===== config.mk =====
export PLATFORM = sky130hd
export DESIGN_NAME = pll_reset_ctrl
export DESIGN_NICKNAME = d
export VERILOG_FILES = /design/src/rtl/pll_reset_ctrl.sv
export SDC_FILE = /design/constraint.sdc
export NUM_CORES = 1
export LEC_CHECK = 0
export ABC_AREA = 0
export BUFFER_PORTS_ARGS = -buffer_cell sky130_fd_sc_hd__buf_2
export CORE_MARGIN = 2
export CORE_UTILIZATION = 55
export DETAILED_ROUTE_END_ITERATION = 6
export PLACE_DENSITY = 0.73
export SKIP_LAST_GASP = 1
export SYNTH_ARGS = -nofsm -noshare
export SYNTH_HDL_FRONTEND = slang
export SYNTH_SLANG_ARGS = --single-unit

===== constraint.sdc =====
create_clock -name clock -period 3.7 [get_ports clock]
set_input_delay 0.925 -clock clock [delete_from_list [all_inputs] [get_ports clock]]
set_output_delay 0.925 -clock clock [all_outputs]
set_load 0.02 [all_outputs]

===== src/rtl/pll_reset_ctrl.sv =====
// pll_reset_ctrl: brings up the 12->30 MHz PLL and releases the system reset
// only after the PLL has reported lock continuously for STABLE_CYCLES cycles.
// Runs entirely on the 12 MHz reference clock, which is independent of the PLL.
//
// Ports:
//   clock           12 MHz reference clock (same net as the PLL input)
//   reset_n         asynchronous active-low reset
//   locked          PLL LOCK, asynchronous to clock
//   restart         one-cycle synchronous request to restart the sequence
//   pll_resetb      PLL RESETB (0 = PLL held in reset)
//   sys_reset_n     active-low system reset, resynchronized by each consumer
//   ready           1 while the PLL clock is usable (RUN)
//   fail            1 after MAX_RETRIES consecutive lock timeouts (sticky)
//   retry_count     lock timeouts since the last successful lock, saturating
//   lock_loss_count lock losses seen while running, saturating
module pll_reset_ctrl #(
  parameter int unsigned SYNC_STAGES    = 2,
  parameter int unsigned PLL_RST_CYCLES = 16,
  parameter int unsigned STABLE_CYCLES  = 1024,
  parameter int unsigned LOCK_TIMEOUT   = 65536,
  parameter int unsigned MAX_RETRIES    = 3
) (
  input  logic       clock,
  input  logic       reset_n,
  input  logic       locked,
  input  logic       restart,
  output logic       pll_resetb,
  output logic       sys_reset_n,
  output logic       ready,
  output logic       fail,
  output logic [3:0] retry_count,
  output logic [7:0] lock_loss_count
);

  localparam int unsigned RST_W = $clog2(PLL_RST_CYCLES + 1);
  localparam int unsigned STB_W = $clog2(STABLE_CYCLES + 1);
  localparam int unsigned TO_W  = $clog2(LOCK_TIMEOUT + 1);

  typedef enum logic [1:0] {
    ST_PLL_RST   = 2'd0,
    ST_WAIT_LOCK = 2'd1,
    ST_RUN       = 2'd2,
    ST_FAIL      = 2'd3
  } state_e;

  state_e                   state_q, state_d;
  logic [SYNC_STAGES-1:0]   sync_q;
  logic                     locked_s;
  logic [RST_W-1:0]         rst_cnt_q, rst_cnt_d;
  logic [TO_W-1:0]          timeout_cnt_q, timeout_cnt_d;
  logic [STB_W-1:0]         stable_cnt_q, stable_cnt_d;
  logic [3:0]               retry_q, retry_d, retry_inc;
  logic [7:0]               llc_q, llc_d;
  logic                     pll_resetb_q, pll_resetb_d;
  logic                     sys_reset_n_q, sys_reset_n_d;
  logic                     ready_q, ready_d;
  logic                     fail_q, fail_d;

  // Lock synchronizer; only the last stage feeds any decision.
  always_ff @(posedge clock or negedge reset_n) begin
    if (!reset_n) begin
      sync_q <= '0;
    end else begin
      sync_q <= {sync_q[SYNC_STAGES-2:0], locked};
    end
  end

  assign locked_s  = sync_q[SYNC_STAGES-1];
  assign retry_inc = (retry_q == 4'hF) ? retry_q : retry_q + 4'd1;

  // State, counters and registered outputs.
  always_ff @(posedge clock or negedge reset_n) begin
    if (!reset_n) begin
      state_q       <= ST_PLL_RST;
      rst_cnt_q     <= '0;
      timeout_cnt_q <= '0;
      stable_cnt_q  <= '0;
      retry_q       <= '0;
      llc_q         <= '0;
      pll_resetb_q  <= 1'b0;
      sys_reset_n_q <= 1'b0;
      ready_q       <= 1'b0;
      fail_q        <= 1'b0;
    end else begin
      state_q       <= state_d;
      rst_cnt_q     <= rst_cnt_d;
      timeout_cnt_q <= timeout_cnt_d;
      stable_cnt_q  <= stable_cnt_d;
      retry_q       <= retry_d;
      llc_q         <= llc_d;
      pll_resetb_q  <= pll_resetb_d;
      sys_reset_n_q <= sys_reset_n_d;
      ready_q       <= ready_d;
      fail_q        <= fail_d;
    end
  end

  // Next-state and counter logic; restart overrides every state.
  always_comb begin
    state_d       = state_q;
    rst_cnt_d     = rst_cnt_q;
    timeout_cnt_d = timeout_cnt_q;
    stable_cnt_d  = stable_cnt_q;
    retry_d       = retry_q;
    llc_d         = llc_q;

    if (restart) begin
      state_d       = ST_PLL_RST;
      rst_cnt_d     = '0;
      timeout_cnt_d = '0;
      stable_cnt_d  = '0;
      retry_d       = '0;
    end else begin
      unique case (state_q)
        ST_PLL_RST: begin
          if (rst_cnt_q == RST_W'(PLL_RST_CYCLES - 1)) begin
            state_d       = ST_WAIT_LOCK;
            rst_cnt_d     = '0;
            timeout_cnt_d = '0;
            stable_cnt_d  = '0;
          end else begin
            rst_cnt_d = rst_cnt_q + RST_W'(1);
          end
        end
        ST_WAIT_LOCK: begin
          timeout_cnt_d = timeout_cnt_q + TO_W'(1);
          stable_cnt_d  = locked_s ? stable_cnt_q + STB_W'(1) : '0;
          // Stable completion is checked first so it wins a tie with timeout.
          if (locked_s && (stable_cnt_q == STB_W'(STABLE_CYCLES - 1))) begin
            state_d = ST_RUN;
            retry_d = '0;
          end else if (timeout_cnt_q == TO_W'(LOCK_TIMEOUT - 1)) begin
            retry_d   = retry_inc;
            rst_cnt_d = '0;
            state_d   = (32'(retry_inc) >= MAX_RETRIES) ? ST_FAIL : ST_PLL_RST;
          end
        end
        ST_RUN: begin
          // Lock loss holds the system in reset but leaves the PLL running.
          if (!locked_s) begin
            state_d       = ST_WAIT_LOCK;
            timeout_cnt_d = '0;
            stable_cnt_d  = '0;
            llc_d         = (llc_q == 8'hFF) ? llc_q : llc_q + 8'd1;
          end
        end
        ST_FAIL: begin
          state_d = ST_FAIL;
        end
        default: begin
          state_d = ST_PLL_RST;
        end
      endcase
    end
  end

  // Outputs are decoded from the next state so they switch with state_q.
  always_comb begin
    pll_resetb_d  = (state_d == ST_WAIT_LOCK) || (state_d == ST_RUN);
    sys_reset_n_d = (state_d == ST_RUN);
    ready_d       = (state_d == ST_RUN);
    fail_d        = (state_d == ST_FAIL);
  end

  assign pll_resetb      = pll_resetb_q;
  assign sys_reset_n     = sys_reset_n_q;
  assign ready           = ready_q;
  assign fail            = fail_q;
  assign retry_count     = retry_q;
  assign lock_loss_count = llc_q;

endmodule

---- Yosys cells after proc, flatten, opt, wreduce, memory -nomap -nowiden ----
Index checks and enable logic that the tools add are counted.
word-level totals
  flip-flop bits (word level) ............. 52
  input bits .............................. 4
  output and inout port bits .............. 16
  word-level logic and storage cells ...... 71
cells by class
  $add $sub $neg .......................... 5
  order comparisons ....................... 1
  equality and inequality tests ........... 15
  mux-type cells .......................... 26
  bitwise logic cells ..................... 3
  reductions and logical operators ........ 11
operator list
  cell                                              number
  two-way mux 17 bit                                3
  one-hot mux 17 bit (3 select lines)               1
  two-way mux 11 bit                                4
  one-hot mux 11 bit (3 select lines)               1
  two-way mux 4 bit                                 5
  two-way mux 5 bit                                 4
  adder 17 x 1 -> 17 bit (second input constant)    1
  == test 17 x 16 -> 1 bit (second input constant)  1
  two-way mux 2 bit                                 6
  != test 3 bit (second input constant)             4
  adder 11 x 1 -> 11 bit (second input constant)    1
  == test 11 x 10 -> 1 bit (second input constant)  1
  one-hot mux 5 bit (2 select lines)                1
  adder 8 x 1 -> 8 bit (second input constant)      1
  == test 2 bit (second input constant)             4
  == test 8 bit (second input constant)             1
  one-hot mux 2 bit (4 select lines)                1
  AND reduction 3 bit                               2
  nonzero test 3 bit                                2
  adder 5 x 1 -> 5 bit (second input constant)      1
  == test 5 x 4 -> 1 bit (second input constant)    1
  adder 4 x 1 -> 4 bit (second input constant)      1
  == test 2 x 1 -> 1 bit (second input constant)    2
  == test 4 bit (second input constant)             1
  9 further kinds                                   11

---- Depth between registers and ports, before layout ----
  depth in word-level cells ............... 10
  gate-level depth with buffers ........... 10
  mapped depth without buffers ............ 10

---- Worst setup path before layout ----
OpenSTA, ideal clock, no wires.
  path kind ............................... register to register
  start ................................... register timeout_cnt_q[0]
  end ..................................... register fail_q, in the netlist fail
  setup time .............................. 0.122 ns
  arrival time ............................ 2.190 ns
  data required time ...................... 3.578 ns
  setup slack ............................. 1.389 ns
  stages on the path, launching flop included .. 10
  path buffers ............................ 0
  clock period less this slack ............ 2.311 ns
  cell sequence ........................... dfrtp_1 > ha_1 > and4_1 > nand4_1 > nor3_1 > ha_1 > nand3b_1 > or2_2 > a31o_1 > ha_1
between the ends
  cells in the longest elaborated chain, start to end .. 6
RTL lines
  element                             line  text
  from (decl)                         50    logic [TO_W-1:0] timeout_cnt_q, timeout_cnt_d;
  from (signal assigned)              87    timeout_cnt_q <= timeout_cnt_d;
  == test 17 x 16 -> 1 bit            132   end else if (timeout_cnt_q == TO_W'(LOCK_TIMEOUT - 1)) begin
  two-way mux 2 bit                   132
  two-way mux 2 bit                   129   if (locked_s && (stable_cnt_q == STB_W'(STABLE_CYCLES - 1))) begin
  one-hot mux 2 bit (4 select lines)  114   unique case (state_q)
  two-way mux 2 bit                   107   if (restart) begin
  net state_d[0]                      46    state_e state_q, state_d;
  == test 2 bit                       162   fail_d = (state_d == ST_FAIL);
  net fail_d                          57    logic fail_q, fail_d;
  to (signal assigned)                94    fail_q <= fail_d;
  to (decl)                           57
The timed path passes the listed nets, and every way through them passes these cells.
A chain may end at the register's enable or synchronous reset.

---- Worst setup path in the final report ----
  start ................................... register timeout_cnt_q[0]
  end ..................................... register pll_resetb_q, in the netlist pll_resetb
between the ends
  cells in the longest elaborated chain, start to end .. 7
  elaborated cells on any way between the ends .. 8
  classes of those cells .................. 3 x eq/ne; 4 x mux; 1 x reduce/logical
RTL lines
  element                                                         line  text
  == test 17 x 16 -> 1 bit (*)                                    132
  two-way mux 2 bit (*)                                           132
  two-way mux 2 bit (*)                                           129
  one-hot mux 2 bit (4 select lines) (*)                          114
  two-way mux 2 bit (*)                                           107
  == test 2 x 1 -> 1 bit / == test 2 bit (equally long branches)  159   pll_resetb_d = (state_d == ST_WAIT_LOCK) || (state_d == ST_RUN);
  logical OR 1 bit (*)                                            159
  net pll_resetb_d                                                54    logic pll_resetb_q, pll_resetb_d;
  to (signal assigned)                                            91    pll_resetb_q <= pll_resetb_d;
  to (decl)                                                       54
Mark *: on every way through the listed nets, which the timed path passes. The rest lies on a longest branch.

==> reports/results.env <==
SYNTH_FF_TYPE='sky130_fd_sc_hd__dfrtp_1'
CP-END-KIND='register'
CTSRESIZECOUNT=0
FINAL-HOLD-VIOLATION-COUNT=0
DETAILEDPLACEMENTHPWL_UM=4173
POST_ROUTE_CELLS_DRIVE_ABOVE_1_SHARE_PCT=14.51
GRT_ANTENNA_BEFORE_REPAIR=0
SYNTH-EDFF-COUNT=0
GRT_START_MAX_NET_PINS=32
TIMING.CRITICAL_PATH.FANOUT_MAX=7
FIRST_GLOBAL_VIAS=2279
CTS-HTREE-LEVELS=2
FINAL_CRITICAL_PATH_SETUP_SLACK_NS=1.097
DIE_AREA_UM2=6105
CTS_HOLD_BUFFERS=0
SYNTHESIS.AREA_UM2=3023
INITIAL_CORE_UTIL_PCT=58.08
SYNTH_TOP_CELLS_BY_AREA='sky130_fd_sc_hd__dfrtp_1 (43%), sky130_fd_sc_hd__ha_1 (5.0%), sky130_fd_sc_hd__nand2_1 (3.4%)'
POWER_FRAC_SEQ_PCT=44.3
YOSYSSEQAREASHARE_PCT=43.05
CRITICALPATHCATEGORY='register to register'
CHIPWIDTH_UM=78.14
HOLDPATHSTAGES=0
WORSTHOLDPATHTYPE='register to register'
SYNTHDOMINANTCELLAREASHARE_PCT=43.05
DRT-INITIAL-DRC-COUNT=168
STATUS='finished, final reports clean'
YOSYSUNIQUECELLTYPES=61
CLK_PIN_SLEW_NS=0.10
NETSWITCHINGPOWER_W=0.0005368
RSZ0062_AT_GRT='false'
FINAL_COMMON_CELL='sky130_fd_sc_hd__dfrtp_1'
NUM_IO_PINS=20
PRE_CTS_WS_NS=1.129
DIE_HEIGHT_UM=78.14
CTS_ROOT_BUFFER='sky130_fd_sc_hd__clkbuf_8'
CTS.PATH.MAX_BUFFERS=2
ANTENNA_CELLS_INSERTED=0
WORST_EP_ARRIVAL_TIME_NS=2.86
NNETSFINAL=339
TRITONCTS='yes'
GRT_USE_TOTAL_PCT=21.63
FMAXACHIEVABLE_GHz=0.3841
STATIC_LEAKAGE_POWER_nW=1.407
SLEW-LIMIT-HEADROOM_PCT=61.84
PLACEMENT.IO_BUFFERS=19
CRITICAL-PATH-MAX-STAGE-DELAY_NS=0.44
CLOCK-SKEW-FINAL_NS=0.01090
POST_DP_CELL_AREA_UM2=3146
ROUTE.DETAILED.DRC=0
WORSTMARGINPINSLEW_NS=0.5724
CP_NUM_BUF_INV=1
GRT_OVERFLOW_TOTAL=0
MULTI_INPUT_COMB_AREA_UM2=1587
PATH_DELAY_FAMILY='simple AND/OR/NAND/NOR gates'
POST_SYNTH.CELL_AREA_AVG_UM2=9.720
SYNTH_SEQ_CELLS=52
SYNTH_LARGEST_AREA_CELL='sky130_fd_sc_hd__dfrtp_1'
POWER.INTERNAL_W=0.0009740
WORST_R2R_PATH_DEPTH=10
FINALCRITICALPERIOD_NS=2.603
FILLER_CELL_COUNT=445
VDD_DROP_MAX_uV=286.8
NUMCLOCKSINKS=52
COMMONEST_NON_FILL_NON_TAP_CELLS_IN_THE_LAYOUT='sky130_fd_sc_hd__dfrtp_1 (52), sky130_fd_sc_hd__nand2_1 (27), sky130_fd_sc_hd__buf_2 (19)'
ROUTED-VIA-COUNT=2433
PWR-SHARE-COMB_PCT=30.0
STARTPOINT_TYPE='register'
GRT_FIRST_PASS_WIRELENGTH_UM=10700
MAPPEDNETLISTNETS=327
DOMINANT_COMBINATIONAL_CELL_FAMILY_BY_AREA_AFTER_SYNTHESIS='simple AND/OR/NAND/NOR gates'
TIMING_MAX_TRANSITION_VIOLATIONS_FINAL=0
ROUTED_WL_UM=6091
TIMING.SETUP.TNS_NS=0
CLOCK_INSERTION_DELAY_WORST_SKEW_NS=0.31
CRIT_PATH_CELL_COUNT=10
SYNTHSIMPLEGATEAREAFRAC_PCT=24.09
SYNTH_XOR_XNOR_AREA_SHARE_PCT=2.028
CORE_AREA_UM2=5205
FIRST_PASS_ITERS=4
FLOORPLAN.ROWS=26
CRIT_TOP_CELL='sky130_fd_sc_hd__ha_1'
SEQ_AREA_UM2=1301
SYN2LAYOUT_AREA_GROWTH_PCT=7.616
POSTCTS_SETUP_BUFS=0
CRITICAL_PATH.SLOWEST_CELL='sky130_fd_sc_hd__dfrtp_1'
VIA_DENSITY=6.175
SYNTH-ASYNC-RESET-RATIO_PCT=100.0
SYNTH_AREA_IN_ADDERS_PCT=4.967
POWER.DENSITY_nW_PER_UM2=464.4
SYNTH_COMPOUND_AREA_SHARE_PCT=20.65
ROUTED_WIRE_LENGTH_PER_INSTANCE_UM=15.46
PATH_CELLS='ha_1, and4_1, nand4_1, nor3_1, ha_1, nand3b_1, or2_2, a31oi_1, ha_1, inv_1'
CTS_MADE_BUFFERS=5
YOSYS-MUX-AREA-FRACTION_PCT=0.3725
SWITCHING_SHARE_PCT=35.53
SYN-INSTANCE-COUNT=311
LAYOUT_WORST_PATH_CYCLE_SHARE_PCT=70.36
STDCELL_AREA_UM2=3253
MAXCAPVIOLCOUNT=0
POWER.CLOCK.FRACTION_PCT=25.7
CP.REQUIRED_NS=3.96
ROUTABILITYCONGESTION=0.8151
SYNTHESIS.YOSYS.WARNINGS=0
ANTENNA_LEFT=0
FINAL-SETUP-VIOL-COUNT=0
==> worst register-to-register path, cell delays in order (launching register included) <==
cell	delay, ns
sky130_fd_sc_hd__dfrtp_1	0.44
sky130_fd_sc_hd__ha_1	0.30
sky130_fd_sc_hd__and4_1	0.28
sky130_fd_sc_hd__nand4_1	0.16
sky130_fd_sc_hd__nor3_1	0.17
sky130_fd_sc_hd__ha_1	0.30
sky130_fd_sc_hd__nand3b_1	0.13
sky130_fd_sc_hd__or2_2	0.32
sky130_fd_sc_hd__a31oi_1	0.15
sky130_fd_sc_hd__ha_1	0.25
sky130_fd_sc_hd__inv_1	0.05
==> synth_stat cells, types with 5 or more instances <==
library cell and instances:
sky130_fd_sc_hd__o21ai_0 14, sky130_fd_sc_hd__inv_1 13, sky130_fd_sc_hd__nand4_1 10, sky130_fd_sc_hd__xnor2_1 5, sky130_fd_sc_hd__ha_1 12, sky130_fd_sc_hd__nand3_1 18, sky130_fd_sc_hd__or4_1 5, sky130_fd_sc_hd__nand3b_1 5
sky130_fd_sc_hd__clkbuf_1 6, sky130_fd_sc_hd__and4_1 9, sky130_fd_sc_hd__buf_2 6, sky130_fd_sc_hd__o31ai_1 8, sky130_fd_sc_hd__nor2_1 8, sky130_fd_sc_hd__a21oi_1 16, sky130_fd_sc_hd__nand2b_1 6, sky130_fd_sc_hd__dfrtp_1 52
sky130_fd_sc_hd__nand2_1 27, sky130_fd_sc_hd__o21ai_1 13, sky130_fd_sc_hd__a31oi_1 7
==> registers in the layout, summed over array words and instances, names as in the netlist <==
name and cells:
rst_cnt_q 5, lock_loss_count 8, retry_count 4, state_q 2
ready 1, pll_resetb 1, stable_cnt_q 11, timeout_cnt_q 17
sync_q 2, fail 1
==> cell type report <==
class	instances	share of cell area, %
Multi-Input combinational cell	228	48.77
Inverter	14	1.615
Timing Repair Buffer	22	3.615
Tap cell	70	2.692
Clock inverter	2	1.077
Sequential cell	52	40.00
Clock buffer	6	2.231
==> path summary, 6_finish.rpt <==
check	slack, ns	endpoint	start
min in group asynchronous	0.57	timeout_cnt_q[7]	reset_n
min	0.36	sync_q[1]	sync_q[0]
max	1.10	pll_resetb	timeout_cnt_q[0]
min reg2reg	0.36	sync_q[1]	sync_q[0]
max in group asynchronous	2.34	lock_loss_count[3]	reset_n
max reg2reg	1.10	pll_resetb	timeout_cnt_q[0]
==> power groups by stage <==
stage | Clock [W] | Combinational, W | Sequential, W
finish | 0.000388 | 0.000453 | 0.000670
global placement | 0 | 0.000441 | 0.000678
CTS | 0.000399 | 0.000451 | 0.000670
detailed placement | 0 | 0.000449 | 0.000681
floorplan | 0 | 0.000322 | 0.000699
global route | 0.000421 | 0.000509 | 0.000678
==> per-stage QoR <==
| step | instances | utilization [%] | hold WS [ns] | power (W) |
|---|---|---|---|---|
| after floorplan | 311 | - | 0.3312 | 0.001021 |
| after CTS | 394 | 62.50 | 0.3579 | 0.001520 |
| final | 394 | 62.50 | 0.3587 | 0.001511 |
| after global routing | 394 | 62.50 | 0.3630 | 0.001608 |
| after detailed placement | 386 | 60.43 | 0.3364 | 0.001129 |
| after global placement | 386 | 60.43 | 0.3351 | 0.001119 |
==> kinds of logic after synthesis <==
family,Yosys count
compound gates,90
xor+xnor,7
fa+ha+maj,12
buf+inv,31
flops,52
mux,1
simple gates,118
==> per-layer routing <==
| metal | routed length, µm | global-route usage (%) | vias up | part of all wire, % |
|---|---|---|---|---|
| met5 | 0 | 0 | - | 0 |
| met4 | 89 | 6.667 | 0 | 1.5 |
| met3 | 232 | 3.908 | 8 | 3.8 |
| met2 | 2781 | 33.88 | 48 | 46 |
| met1 | 2988 | 30.75 | 1186 | 49 |
| li1 | - | - | 1191 | - |
No activity file was read; power rests on OpenSTA's default activity.
